===== config.mk =====
export PLATFORM = sky130hd
export DESIGN_NAME = scalar_memory
export DESIGN_NICKNAME = d
export VERILOG_FILES = /design/src/rtl/scalar_memory.sv
export SDC_FILE = /design/constraint.sdc
export NUM_CORES = 2
export LEC_CHECK = 0
export CAP_MARGIN = 15
export CORE_MARGIN = 2
export CORE_UTILIZATION = 45
export CTS_BUF_LIST = sky130_fd_sc_hd__clkbuf_8
export CTS_CLUSTER_DIAMETER = 50
export DETAILED_ROUTE_END_ITERATION = 16
export PLACE_DENSITY = 0.62
export SYNTH_ARGS = -nofsm -noshare
export SYNTH_HDL_FRONTEND = slang
export SYNTH_SLANG_ARGS = --single-unit

===== constraint.sdc =====
create_clock -name CLK -period 3 [get_ports CLK]
set_input_delay 0.6 -clock CLK [delete_from_list [all_inputs] [get_ports CLK]]
set_output_delay 0.6 -clock CLK [all_outputs]
set_load 0.05 [all_outputs]

===== src/rtl/scalar_memory.sv =====
// scalar_memory: register-based word memory with a combinational read port.
// Every word lives in a flop so the asynchronous reset can clear the whole
// array at once. Writes land on the rising clock edge. Reads are
// combinational and show the stored contents as they are before the edge.
// Addresses outside [0, DEPTH) read as zero and are never written.
// There is no handshake. A write finishes on the edge where WE is sampled,
// and RD is valid in the same cycle as A.
module scalar_memory #(
    parameter int WIDTH = 32,
    parameter int DEPTH = 64
) (
    input  logic             CLK,
    input  logic             RST_N,
    input  logic             WE,
    input  logic [31:0]      A,
    input  logic [WIDTH-1:0] WD,
    output logic [WIDTH-1:0] RD
);

    localparam int AW = $clog2(DEPTH);

    logic [WIDTH-1:0] mem [DEPTH];
    logic [AW-1:0]    idx;
    logic             in_range;

    // Only the low AW bits select a word. Any set upper bit marks the
    // address as out of range, so it never aliases onto a stored word.
    assign idx      = A[AW-1:0];
    assign in_range = (A[31:AW] == '0);

    // Storage update: asynchronous clear of every word, otherwise a write
    // to an in-range address on the rising edge.
    always_ff @(posedge CLK or negedge RST_N) begin
        if (!RST_N) begin
            for (int i = 0; i < DEPTH; i++) begin
                mem[i] <= '0;
            end
        end else if (WE && in_range) begin
            mem[idx] <= WD;
        end
    end

    // Combinational read. There is no bypass from WD, so a same-address
    // write shows up only after the edge.
    always_comb begin
        RD = '0;
        if (in_range) begin
            RD = mem[idx];
        end
    end

endmodule


==> results <==
- The flow ran to the end, but the final reports show violations.
- The final reports fail on setup timing.
- The maximum number of pins on one net before global-route repair is 133.
- The area share of the largest cell type after synthesis is 54.7%.
- The count of mapped cells out of synthesis is 6930.
- The source-to-sink clock delay at the later pin of the worst-skew pair is 1.08 ns.
- The H-tree generated during clock tree synthesis spans 5 levels.
- The internal power contribution is 43000 uW.
- The region available for standard cell placement spans 0.207 mm^2.
- The placed standard-cell area is 0.106 mm^2.
- After the first detailed-routing iteration, the DRC count stood at 5706.
- The number of flip-flops under the largest register name is 2048.
- Across every metal layer, demand over resource in global routing totals 29.8%.
- The half-perimeter wire length after placement is 206000 um.
- In this run the cell area of the synthesized design comes to 0.0937 mm^2.
- The type of destination of the critical path is a primary output.
- The largest registers in the layout are mem (2048).
- The relative slew slack is 29.1%.
- The initial antenna violation count came to 8.
- The tree is rooted in a sky130_fd_sc_hd__clkbuf_8.
- The final route contains 65100 vias.
- The post-route netlist has 48.8% of its cells at a drive strength greater than 1.
- The number of enable-type register cells in the synthesized netlist is 0.
- The global-route wire length before repair is 467000 um.
- Across the VDD grid, the largest voltage drop is 0.468 mV.
- The total power divided by cell area is 501 mW/mm^2.
- The wire length after detailed routing is 317000 um.
- sky130_fd_sc_hd__dfrtp_1 takes more of the synthesized area than any other cell.
- The number of failing setup endpoints in the final timing report is 32.
- The net total in the final layout is 7487.
- For the worst setup path, the data required time is 2.40 ns.
- The worst clock skew is 0 ns.
- The floorplan has 167 rows.
- Counting flops per register, the top entry is mem.
- The mean routed wirelength per cell is 30.3 um.
- After clock tree synthesis, the clock-pin slew on the worst setup and hold paths is 0.06 ns.
- The transition time at the pin with the least slew margin is 1.06 ns.
- Counting flops and latches in the post-synthesis netlist gives 2048.
- The share of total power in combinational logic is 6.4%.
- The startpoint-to-endpoint class of the critical path is reg2out.
- The die extent in y is 460 um.
- The post-synthesis to final-layout area growth is 22.2%.
- The effective utilization at floorplan is 45.2%.
- The tree built by TritonCTS fans out to 2048 sinks.
- The final number of hold-violating endpoints was 0.
- For this run, asynchronously set or reset flops after synthesis account for 100%.
- STA puts the critical path data arrival time at 3.39 ns.
- The total count of max-transition violations in the final report came to 0.
- The clock network accounts for 45.4% of the total power.
- The worst path uses 133% of the clock period.
- The number of iterations in the first detailed-routing pass is 6.
- Counting every net in the synthesized netlist gives 6997.
- The final critical-path required period is 3.99 ns.
- Pin placement for this block handled 99 I/O pins.
- The full die area is 0.212 mm^2.
- TritonCTS built the clock tree.
- Ranked by total cell area, the synthesized netlist is headed by sky130_fd_sc_hd__dfrtp_1 (55%), sky130_fd_sc_hd__mux2_2 (24%), sky130_fd_sc_hd__a22oi_1 (3.2%).
- The longest clock path from root to sink contains 4 buffers.
- The fraction of power spent switching nets is 24.9%.
- The vias per cell is 6.22.
- The count of cells in the finished layout, fillers not included, comes to 10500.
- During placement, the flow inserted port buffers numbering 98.
- The sum of overflow across all layers after global routing is 0.
- The post-placement cell count is 9818.
- The share of the yosys chip area belonging to registers is 54.7%.
- The post-route antenna net violation count is 0.
- The synthesized area divided by synthesized cell count is 13.5 um^2.
- After filler insertion, the fill cell instance count of the layout stands at 16900.
- The summed area of non-filler cells in the final layout is 0.115 mm^2.
- The final worst-path setup slack is -0.989 ns.
- For this design the total switching power over the nets is 14300 uW.
- The most frequently used flop master after synthesis is sky130_fd_sc_hd__dfrtp_1.
- Setup repair after global routing could not meet its margin everywhere.
- In the routed design, unresolved DRC markers number 0.
- Sequential cells account for 48.2% of the total power.
- Across the run, the number of max-cap violations was 0.
- The number of global-route vias before repair is 67700.
- The fmax is 0.251 GHz.
- The total clock buffers created by CTS is 363.
- The worst min-delay path class is in2reg.
- The worst setup path is launched from a register.
- The Yosys warning count is 0.
- The final weighted congestion in routability-driven placement is 0.876.
- The analysis attributes to cell leakage a power of 0.0542 uW.
- The chip width is 460 um.
- Of all nets on the critical path, the largest fanout is 2.
- The count of unique library cells instantiated by Yosys is 55.
[layout by cell type (no fill, tap or decap), types with 17 or more instances in the layout]
cell | synthesis | layout
sky130_fd_sc_hd__clkinv_2 | 0 | 27
sky130_fd_sc_hd__o22ai_1 | 123 | 105
sky130_fd_sc_hd__o21ai_1 | 0 | 28
sky130_fd_sc_hd__o21ai_0 | 115 | 84
sky130_fd_sc_hd__dfrtp_1 | 2048 | 2048
sky130_fd_sc_hd__o22a_1 | 28 | 28
sky130_fd_sc_hd__a221oi_2 | 0 | 25
sky130_fd_sc_hd__nor3_1 | 40 | 38
sky130_fd_sc_hd__nor3b_1 | 47 | 42
sky130_fd_sc_hd__a221oi_1 | 256 | 220
sky130_fd_sc_hd__a21oi_1 | 42 | 40
sky130_fd_sc_hd__mux2i_1 | 86 | 86
sky130_fd_sc_hd__nand3_1 | 19 | 18
sky130_fd_sc_hd__a32oi_1 | 28 | 27
sky130_fd_sc_hd__nand2_1 | 104 | 97
sky130_fd_sc_hd__a31oi_1 | 30 | 28
sky130_fd_sc_hd__buf_12 | 0 | 265
sky130_fd_sc_hd__a41oi_2 | 0 | 23
sky130_fd_sc_hd__a41oi_4 | 0 | 31
sky130_fd_sc_hd__clkbuf_8 | 0 | 470
sky130_fd_sc_hd__nand2b_1 | 71 | 69
sky130_fd_sc_hd__a22oi_1 | 401 | 385
sky130_fd_sc_hd__clkdlybuf4s50_1 | 0 | 29
sky130_fd_sc_hd__nor3_4 | 10 | 67
sky130_fd_sc_hd__buf_2 | 207 | 30
sky130_fd_sc_hd__nand3b_1 | 54 | 54
sky130_fd_sc_hd__nor2_1 | 37 | 31
sky130_fd_sc_hd__mux4_2 | 45 | 45
sky130_fd_sc_hd__and3_1 | 46 | 43
sky130_fd_sc_hd__o22ai_2 | 0 | 17
sky130_fd_sc_hd__mux2_2 | 1998 | 1988
sky130_fd_sc_hd__a2111oi_4 | 0 | 31
sky130_fd_sc_hd__a41oi_1 | 87 | 33
sky130_fd_sc_hd__buf_4 | 30 | 540
sky130_fd_sc_hd__buf_6 | 1 | 28
sky130_fd_sc_hd__inv_1 | 1 | 113
sky130_fd_sc_hd__mux2_1 | 150 | 150
[critical path: stages (launching register included)]
cell                        delay, ns
sky130_fd_sc_hd__dfrtp_1         0.37
sky130_fd_sc_hd__a22oi_1         0.27
sky130_fd_sc_hd__a41oi_1         0.21
sky130_fd_sc_hd__buf_4           0.18
sky130_fd_sc_hd__a2111oi_4       0.77
sky130_fd_sc_hd__a41oi_4         0.27
sky130_fd_sc_hd__buf_12          0.22
[repair_timing]
action                                  in CTS  in global routing
buffers inserted                             8                 12
gates cloned                                 0                  6
endpoints found under the hold margin     1006                  0
endpoints found under the setup margin      32                 32
pin swaps                                   75                 68
hold buffers                                 3                  0
gates resized for setup                    149                 79
[worst paths after layout]
check                               from        to  slack [ns]  cells after the start
worst max-delay path            mem[526]    RD[14]       -0.99                      6
worst min-delay path              WD[27]  mem[635]        0.11                      2
worst max register to register  mem[306]  mem[306]        2.14                      2
worst min register to register    mem[5]    mem[5]        0.48                      1
max in group asynchronous          RST_N  mem[719]        1.66                      5
min in group asynchronous          RST_N  mem[609]        0.15                      2
[per-layer routing]
metal / wire length (um) / vias to the layer above / share of wire, % / GRT usage, %
met5: 0 / - / 0 / 0
li1: - / 27100 / - / -
met3: 21900 / 701 / 6.9 / 5.55
met2: 148000 / 2558 / 47 / 47.0
met4: 15400 / 0 / 4.9 / 13.4
met1: 132000 / 34700 / 42 / 39.9
[layout make-up]
| cell class | instances | area, um^2 | share of cell area (%) |
|---|---|---|---|
| inverter | 3 | 26.3 | 0.0229 |
| sequential | 2048 | 51200 | 44.8 |
| multi-input combinational | 4088 | 41900 | 36.6 |
| antenna | 1 | 2.50 | 0.00219 |
| tap | 2788 | 3490 | 3.05 |
| timing repair buffer | 916 | 10600 | 9.28 |
| clock buffer | 470 | 6470 | 5.65 |
| clock inverter | 154 | 779 | 0.681 |
[cells in the mapped netlist (40+ instances only)]
cell,instances
sky130_fd_sc_hd__buf_2,207
sky130_fd_sc_hd__nor3b_1,47
sky130_fd_sc_hd__mux4_2,45
sky130_fd_sc_hd__a22oi_1,401
sky130_fd_sc_hd__mux2i_1,86
sky130_fd_sc_hd__mux2_1,150
sky130_fd_sc_hd__a21oi_1,42
sky130_fd_sc_hd__nor3_2,55
sky130_fd_sc_hd__a41oi_1,87
sky130_fd_sc_hd__nand2_1,104
sky130_fd_sc_hd__nand3b_1,54
sky130_fd_sc_hd__clkbuf_1,453
sky130_fd_sc_hd__nor3_1,40
sky130_fd_sc_hd__dfrtp_1,2048
sky130_fd_sc_hd__a221oi_1,256
sky130_fd_sc_hd__nand2b_1,71
sky130_fd_sc_hd__and3_1,46
sky130_fd_sc_hd__o22ai_1,123
sky130_fd_sc_hd__buf_1,99
sky130_fd_sc_hd__mux2_2,1998
sky130_fd_sc_hd__o21ai_0,115
[cell families (layout without fill, tap and decap cells)]
logic type             count (synthesis)  after routing  synth area share (%)
buffers and inverters                794           1543                  3.59
DFF                                 2048           2048                  54.7
muxes                               2279           2279                  27.8
AOI/OAI and AO/OA                   1212           1212                  9.76
and+or+nand+nor                      597            597                  4.13
other                                  0              1                     0
[through the flow]
step	hold WS, ns	total power [uW]	utilization [%]	TNS (ns)	worst slack (ns)
after floorplan	0.304	29400	-	-0.183	-0.0141
after global placement	0.459	31600	51.0	-749.45	-1.08
after detailed placement	0.469	31600	51.0	-795.14	-1.06
after CTS	0.0206	57600	55.0	-26.33	-1.14
after global routing	0.0686	59200	55.3	-25.92	-1.09
final	0.112	57300	55.3	-24.01	-0.989
[power by group through the flow]
stage / clock network [uW] / logic, uW / registers [uW]
floorplan: 0 / 1280 / 28100
global placement: 0 / 3430 / 28100
global route: 27800 / 3840 / 27600
detailed placement: 0 / 3460 / 28100
finish: 26000 / 3670 / 27600
CTS: 26400 / 3550 / 27600
No activity file was read; power rests on OpenSTA's default activity.
